<file path="config.mk">
export PLATFORM = sky130hd
export DESIGN_NAME = led_fade_pwm
export DESIGN_NICKNAME = d
export VERILOG_FILES = /design/src/rtl/led_pkg.sv /design/src/rtl/led_pwm_channel.sv /design/src/rtl/led_fade_pwm.sv
export SDC_FILE = /design/constraint.sdc
export NUM_CORES = 1
export LEC_CHECK = 0
export BUFFER_PORTS_ARGS = -buffer_cell sky130_fd_sc_hd__buf_4
export CORE_MARGIN = 2
export CORE_UTILIZATION = 40
export DETAILED_ROUTE_END_ITERATION = 7
export SYNTH_ARGS = -nofsm -noshare
export SYNTH_HDL_FRONTEND = slang
export SYNTH_SLANG_ARGS = --single-unit
</file>
<file path="constraint.sdc">
create_clock -name clk_60mhz -period 6.8 [get_ports clk_60mhz]
set_input_delay 1.7 -clock clk_60mhz [delete_from_list [all_inputs] [get_ports clk_60mhz]]
set_output_delay 1.7 -clock clk_60mhz [all_outputs]
set_load 0.005 [all_outputs]
</file>
<file path="src/rtl/led_pkg.sv">
`default_nettype none
// ----------------------------------------------------------------------------
// led_pkg : shared constants and types for the LED fade/PWM engine
// Rev 1.0
// ----------------------------------------------------------------------------
package led_pkg;

   localparam int LED_CHANNELS = 6;
   localparam int LED_PWM_BITS = 8;
   localparam int LED_STEP_DIV = 60000;

   typedef enum logic [0:0] {
      IDLE = 1'b0,
      SCAN = 1'b1
   } state_t;

   typedef logic [LED_PWM_BITS-1:0] level_t;

endpackage
`default_nettype wire

</file>
<file path="src/rtl/led_pwm_channel.sv">
`default_nettype none
// ----------------------------------------------------------------------------
// led_pwm_channel : one registered PWM output compared against a shared counter
// Rev 1.0
// ----------------------------------------------------------------------------
module led_pwm_channel
   import led_pkg::*;
#(
   parameter int PWM_BITS = LED_PWM_BITS
) (
   input  logic                clk_60mhz,
   input  logic                rst,
   input  logic [PWM_BITS-1:0] level,
   input  logic [PWM_BITS-1:0] pwm_cnt,
   input  logic                enable,
   output logic                led
);

   // Strict compare: level 0 never lights, full scale gives 255/256 duty.
   always_ff @(posedge clk_60mhz or posedge rst) begin
      if (rst) begin
         led <= 1'b0;
      end else begin
         led <= enable && (level > pwm_cnt);
      end
   end

endmodule
`default_nettype wire

</file>
<file path="src/rtl/led_fade_pwm.sv">
`default_nettype none
// ----------------------------------------------------------------------------
// led_fade_pwm : per-channel brightness targets ramped one step per fade tick
// Rev 1.0
// ----------------------------------------------------------------------------
module led_fade_pwm
   import led_pkg::*;
#(
   parameter int CHANNELS = LED_CHANNELS,
   parameter int PWM_BITS = LED_PWM_BITS,
   parameter int STEP_DIV = LED_STEP_DIV
) (
   input  logic                clk_60mhz,
   input  logic                rst,
   input  logic                wr_valid,
   output logic                wr_ready,
   input  logic [2:0]          wr_chan,
   input  logic [PWM_BITS-1:0] wr_level,
   input  logic                enable,
   output logic [CHANNELS-1:0] led,
   output logic                tick,
   output logic                busy,
   output logic                wr_err
);

   localparam int                  PS_W     = (STEP_DIV > 2) ? $clog2(STEP_DIV) : 1;
   localparam logic [PS_W-1:0]     PS_LAST  = PS_W'(STEP_DIV - 1);
   localparam logic [PS_W-1:0]     PS_ONE   = PS_W'(1);
   localparam logic [PWM_BITS-1:0] LVL_ONE  = PWM_BITS'(1);
   localparam logic [3:0]          CHAN_LIM = 4'(CHANNELS);
   localparam logic [2:0]          IDX_LAST = 3'(CHANNELS - 1);

   logic [PS_W-1:0]     prescaler;
   logic [PWM_BITS-1:0] pwm_cnt;
   logic [PWM_BITS-1:0] target  [CHANNELS];
   logic [PWM_BITS-1:0] current [CHANNELS];
   state_t              state;
   logic [2:0]          idx;
   logic                wr_fire;
   logic                chan_ok;

   assign wr_fire = wr_valid && wr_ready;
   assign chan_ok = ({1'b0, wr_chan} < CHAN_LIM);
   assign tick    = (prescaler == PS_LAST);

   always_ff @(posedge clk_60mhz or posedge rst) begin
      if (rst) begin
         prescaler <= '0;
      end else if (prescaler == PS_LAST) begin
         prescaler <= '0;
      end else begin
         prescaler <= prescaler + PS_ONE;
      end
   end

   always_ff @(posedge clk_60mhz or posedge rst) begin
      if (rst) begin
         pwm_cnt <= '0;
      end else begin
         pwm_cnt <= pwm_cnt + LVL_ONE;
      end
   end

   // wr_ready is only high in IDLE, so targets never change under a scan.
   always_ff @(posedge clk_60mhz or posedge rst) begin
      if (rst) begin
         wr_err <= 1'b0;
         for (int i = 0; i < CHANNELS; i++) begin
            target[i] <= '0;
         end
      end else if (wr_fire) begin
         if (!chan_ok) begin
            wr_err <= 1'b1;
         end
         for (int i = 0; i < CHANNELS; i++) begin
            if (wr_chan == 3'(i)) begin
               target[i] <= wr_level;
            end
         end
      end
   end

   always_ff @(posedge clk_60mhz or posedge rst) begin
      if (rst) begin
         state    <= IDLE;
         idx      <= '0;
         wr_ready <= 1'b0;
         for (int i = 0; i < CHANNELS; i++) begin
            current[i] <= '0;
         end
      end else begin
         case (state)
            IDLE: begin
               wr_ready <= !tick;
               if (tick) begin
                  state <= SCAN;
                  idx   <= '0;
               end
            end
            SCAN: begin
               // Step toward target only when unequal, so no wrap or overshoot.
               for (int i = 0; i < CHANNELS; i++) begin
                  if (idx == 3'(i)) begin
                     if (current[i] < target[i]) begin
                        current[i] <= current[i] + LVL_ONE;
                     end else if (current[i] > target[i]) begin
                        current[i] <= current[i] - LVL_ONE;
                     end
                  end
               end
               if (idx == IDX_LAST) begin
                  state    <= IDLE;
                  idx      <= '0;
                  wr_ready <= 1'b1;
               end else begin
                  idx <= idx + 3'd1;
               end
            end
            default: begin
               state    <= IDLE;
               idx      <= '0;
               wr_ready <= 1'b0;
            end
         endcase
      end
   end

   always_comb begin
      busy = 1'b0;
      for (int i = 0; i < CHANNELS; i++) begin
         busy = busy | (current[i] != target[i]);
      end
   end

   for (genvar g = 0; g < CHANNELS; g++) begin : g_chan
      led_pwm_channel #(
         .PWM_BITS (PWM_BITS)
      ) u_chan (
         .clk_60mhz (clk_60mhz),
         .rst       (rst),
         .level     (current[g]),
         .pwm_cnt   (pwm_cnt),
         .enable    (enable),
         .led       (led[g])
      );
   end

endmodule
`default_nettype wire

</file>
==> results of run 1 <==
[cells by family (layout without fill, tap and decap cells)]
kind of cell	count (synthesis)	after routing	share of synthesized area, %
simple gates	198	198	11.5
fa+ha+maj	141	141	20.6
compound gates	179	179	12.1
mux	63	63	7.97
xor+xnor	62	62	6.17
flops	132	132	37.6
buf+inv	89	131	4.17
[per-layer routing]
layer / GRT usage (%) / wire length [um] / vias up
met5: 0 / 0 / -
met4: 5.12 / 251 / 0
met3: 3.27 / 447 / 16
met1: 22.6 / 9420 / 2942
met2: 30.1 / 9570 / 60
li1: - / - / 3120
[power groups by stage]
stage / Clock [mW] / Combinational, mW / Sequential, mW
after floorplan: 0 / 0.174 / 0.876
after global placement: 0 / 0.232 / 0.880
after detailed placement: 0 / 0.238 / 0.882
after CTS: 0.977 / 0.240 / 0.869
after global routing: 1.01 / 0.275 / 0.875
final: 0.958 / 0.236 / 0.869
[worst paths after layout]
kind                         startpoint            to  slack, ps  cells after the start
max reg2reg                 current[33]   current[39]       3670                     11
max in group asynchronous           rst    pwm_cnt[0]       4230                      3
max                         current[23]          busy       2520                      6
min reg2reg                prescaler[0]  prescaler[0]        460                      1
min                        prescaler[0]  prescaler[0]        460                      1
min in group asynchronous           rst  prescaler[9]       1420                      2
[sequential cells by signal (all words and copies together), names as in the netlist]
signal,cells
prescaler,16
state,1
wr_ready,1
target,48
g_chan.u_chan.led,6
pwm_cnt,8
idx,3
current,48
wr_err,1
[layout make-up]
| class | count | area [sq um] |
|---|---|---|
| fillers | 1985 | 11800 |
| multi-input cells | 643 | 5130 |
| flip-flops and latches | 132 | 3300 |
| clock buffers | 20 | 457 |
| well taps | 280 | 350 |
| inverters | 72 | 275 |
| repair buffers | 27 | 203 |
| clock inverters | 12 | 153 |
[worst max-delay path: cells and delay by family, from the launching register on]
kind,cells,cell delay (ps)
simple gates,4,1290
flops,1,410
fa+ha+maj,1,300
buf+inv,1,160
[layout by cell type, fill, tap and decap left out, drive strengths merged, types with 27 or more instances in the layout]
cell,synthesis,final
ha,135,135
dfrtp,132,132
inv,72,74
nand2,69,69
a21oi,65,65
mux2,56,56
o21ai,56,56
xnor2,38,38
a21o,31,31
nor2,29,29
buf,11,27
==> impl_metrics.py, run 1 <==
metrics = {
    "die": {
        "start_util_pct": 40.6,
        "row_count": 54,
        "io_pins": 25,
        "die_y_um": 152,
        "die_w_um": 152,
        "core_area_sq_um": 21700,
        "dieArea_sq_um": 23200,
    },
    "timing": {
        "worst_pin_slew_ps": 940,
        "fmax_mhz": 234,
        "worst_slew_margin_rel_pct": 37.1,
        "slew_viol_final": 0,
        "timing.final.ws_setup_ps": 2520,
        "finClkSkew_ps": 14.8,
        "finalSetupViolCount": 0,
        "finalSetupTns_ps": 0,
        "fin_crit_ps": 4280,
        "hold_violations": 0,
        "period_share_pct": 63.0,
        "grt_setup_unrepaired": "false",
        "hold_ws_ps": 463,
    },
    "synthesis": {
        "yosys-top-cells-count": "ha_1 (135), dfrtp_1 (132), inv_1 (72)",
        "ys.flop_type": "dfrtp_1",
        "post-synth-top-count-cell": "ha_1",
        "seq_area_frac_synth_pct": 37.6,
        "synthCells": 864,
        "async_reset_ff_share_pct": 100,
        "synth_top_area_cell": "dfrtp_1",
        "netlist_area_sq_um": 8800,
        "synth_cell_types": 46,
        "synth_area_per_cell_sq_um": 10.2,
        "syn_nets": 1020,
        "synth_area_leaders": "dfrtp_1 (38%), ha_1 (19%), mux2_2 (7.2%)",
        "yosys_register_bits": 132,
        "yosysTopAreaCellShare_pct": 37.6,
        "yosys_warnings": 0,
        "synth_edf_count": 0,
    },
    "clock_network": {
        "cts-buffers-inserted": 17,
        "cts.path.max_buffers": 2,
        "root_buffer": "clkbuf_16",
        "cts_resized": 0,
        "clk_latency_ps": 420,
        "htreeDepth": 4,
        "path_clk_slew_ps": 60,
        "clkSinkCount": 132,
        "post-cts-setup-buffers": 0,
        "cts_tree": "yes",
        "postCtsHoldBufs": 0,
    },
    "finish": {
        "syn_to_final_growth_pct": 12.2,
        "drive_above_1_share_pct": 13.9,
        "utilization_pct": 45.5,
        "finalInstanceArea_sq_um": 9870,
        "stdcell_count": 1186,
        "diodes": 0,
        "fin_nets": 1049,
    },
    "flow_run": {
        "maxCapViolCount": 0,
    },
    "pwr": {
        "peakVddDrop_mv": 0.139,
        "total_power_mw": 2.06,
        "swShare_pct": 25.6,
        "clockPowerShare_pct": 46.4,
        "switchingPower_mw": 0.527,
        "p_comb_share_pct": 11.5,
        "leakage_nw": 5.20,
        "internal-power_mw": 1.54,
        "seqPwrFrac_pct": 42.1,
        "power_per_cell_area_nw_per_um2": 209,
    },
    "route": {
        "drc_errors": 0,
        "wl_per_cell_um": 16.6,
        "vias_per_cell": 5.18,
        "dr.pass1.iters": 5,
        "final_antenna_net_count": 0,
        "routed_wl_mm": 19.7,
        "drt_iter0_markers": 211,
        "dr_total_vias": 6138,
    },
    "global_route": {
        "grt_util_all_layers_pct": 17.5,
        "grt_remaining_overflow": 0,
        "antenna_found_initial": 0,
        "grt_start_max_net_pins": 86,
        "grt_pass1_vias": 6172,
        "grt_pass1_wl_mm": 32.0,
    },
    "placement": {
        "pre_cts_ws_ps": 3010,
        "placed_cells": 1154,
        "io_buffers": 24,
        "post-dp-hpwl_mm": 14.2,
        "placed_area_sq_um": 9260,
        "gp_congestion": 0.835,
    },
    "run_status": {
        "status": "finished clean",
    },
    "setup_path": {
        "cp.arrival_ps": 2580,
        "required_ps": 5100,
        "crit_chain": "ha_1, nand2_1, nor4_1, nand4_1, or3_1, buf_4",
        "crit_slowest_cell": "nor4_1",
        "cp_slowest_stage_delay_ps": 620,
        "crit_fanout": 3,
        "crit_type": "reg2out",
        "start_kind": "flip-flop",
        "end_kind": "output port",
    },
    "hold_path": {
        "hold_class": "reg2reg",
    },
}
Note: power is estimated with default switching activity, not from simulation.
==> run 2: changes to the inputs <==
Clock period 6.8 ns to 4.45 ns, I/O delays scaled along.
==> run 2 against run 1 <==
Compared with the run above: via count is 0.64% higher; combinational power is 52% higher; utilization hardly changed; critical endpoint unchanged; largest cell class unchanged.
==> impl_metrics.py, run 2 (synthesis gave the netlist of run 1 again) <==
metrics = {
    "run_status": {
        "status": "finished clean",
    },
    "route": {
        "vias_per_cell": 5.20,
        "dr.pass1.iters": 4,
        "wl_per_cell_um": 16.4,
        "routed_wl_mm": 19.5,
        "final_antenna_net_count": 0,
        "drt_iter0_markers": 224,
        "dr_total_vias": 6177,
        "drc_errors": 0,
    },
    "setup_path": {
        "crit_chain": "ha_1, nand2_1, nor4_1, nand4_1, or3_1, buf_4",
        "reg2reg_to": "current[39]",
        "end_kind": "output port",
        "cpLargestDelayFamily": "simple AND/OR/NAND/NOR gates",
        "r2r-start": "current[33]",
        "start_kind": "flip-flop",
        "cp.arrival_ps": 2580,
        "cp_slowest_stage_delay_ps": 640,
        "crit_slowest_cell": "nor4_1",
        "crit_type": "reg2out",
        "path_buf_inv": 1,
        "r2r_slack_ps": 1390,
        "crit_fanout": 3,
        "reg2reg_depth": 11,
        "required_ps": 3340,
    },
    "clock_network": {
        "root_buffer": "clkbuf_16",
        "cts-buffers-inserted": 17,
        "clkSinkCount": 132,
        "htreeDepth": 4,
        "cts.path.max_buffers": 2,
        "postCtsHoldBufs": 0,
        "cts_tree": "yes",
        "cts_resized": 0,
        "path_clk_slew_ps": 60,
        "post-cts-setup-buffers": 0,
        "clk_latency_ps": 420,
    },
    "timing": {
        "fin_crit_ps": 3690,
        "period_share_pct": 83.0,
        "fmax_mhz": 271,
        "hold_violations": 0,
        "worst_pin_slew_ps": 798,
        "slew_viol_final": 0,
        "finalSetupViolCount": 0,
        "finClkSkew_ps": 10.5,
        "grt_setup_unrepaired": "false",
        "worst_slew_margin_rel_pct": 46.6,
        "finalSetupTns_ps": 0,
    },
    "global_route": {
        "grt_util_all_layers_pct": 17.8,
        "antenna_found_initial": 0,
        "grt_start_max_net_pins": 107,
        "grt_remaining_overflow": 0,
        "grt_pass1_wl_mm": 32.6,
        "grt_pass1_vias": 6243,
    },
    "hold_path": {
        "hold_end": "prescaler[0]",
        "hold_depth": 1,
        "hp-start": "prescaler[0]",
        "hold_class": "reg2reg",
    },
    "finish": {
        "fin_nets": 1051,
        "syn_to_final_growth_pct": 12.1,
        "top_regs": "current (48), target (48), prescaler (16)",
        "drive_above_1_share_pct": 13.9,
        "final_common_cell": "ha_1",
        "diodes": 0,
        "final_cell_mix": "ha_1 (135), dfrtp_1 (132), inv_1 (71)",
    },
    "placement": {
        "io_buffers": 24,
        "gp_congestion": 0.803,
        "post-dp-hpwl_mm": 14.0,
    },
    "die": {
        "core_area_sq_um": 21700,
        "dieArea_sq_um": 23200,
        "start_util_pct": 40.6,
        "io_pins": 25,
        "die_w_um": 152,
        "die_y_um": 152,
        "row_count": 54,
    },
    "pwr": {
        "power_per_cell_area_nw_per_um2": 313,
        "peakVddDrop_mv": 0.219,
        "leakage_nw": 5.21,
        "total_power_mw": 3.09,
    },
    "flow_run": {
        "maxCapViolCount": 0,
    },
}
run 2: how the worst max path moves through the flow:
stage / startpoint / endpoint / slack, ps / cells past startpoint
global route: current[19] / busy / 610 / 6
finish: current[23] / busy / 760 / 6
global placement: current[23] / busy / 1250 / 6
detailed placement: current[21] / busy / 1230 / 6
floorplan: rst / current[0] / 1700 / 1
CTS: current[23] / busy / 770 / 6
run 2: layout make-up:
cell class	instances	area, sq um
Clock buffer	23	478
Tap cell	280	350
Timing Repair Buffer	29	230
Clock inverter	9	103
Multi-Input combinational cell	643	5130
Sequential cell	132	3300
Inverter	72	274
Fill cell	2045	11800
run 2: power by group:
group | leakage [nW] | switching, mW | internal, mW
clock network | 0.279 | 0.542 | 0.865
logic | 3.21 | 0.215 | 0.143
registers | 1.72 | 0.0341 | 1.29
total | 5.21 | 0.790 | 2.30
run 2: through the flow:
step	utilization (%)	hold WS, ps	instance area [sq um]	std cells	setup slack [ps]
after CTS	45.5	476	9860	1188	772
after detailed placement	42.8	464	9280	1156	1230
after global placement	42.8	453	9280	1156	1250
final	45.5	468	9860	1188	758
after floorplan	-	433	8800	864	1700
after global routing	45.5	507	9860	1188	605
run 2: worst reg2reg max path, cell delays in order, from the launching register on:
cell     delay [ps]
dfrtp_1         440
ha_1            320
a21oi_1          60
o21ai_0         230
a21o_1          370
ha_1            350
o211a_1         230
o21ai_2          70
a31oi_1         140
or4_1           420
mux2i_1         180
xor2_1          170
run 2: routing by layer:
metal | share of wire [%] | vias to the layer above | track usage [%] | wire length [um]
li1 | - | 3124 | - | -
met3 | 2.7 | 23 | 3.64 | 520
met1 | 48 | 2966 | 23.5 | 9400
met4 | 2.0 | 0 | 5.74 | 396
met5 | 0 | - | 0 | 0
met2 | 47 | 64 | 29.3 | 9160
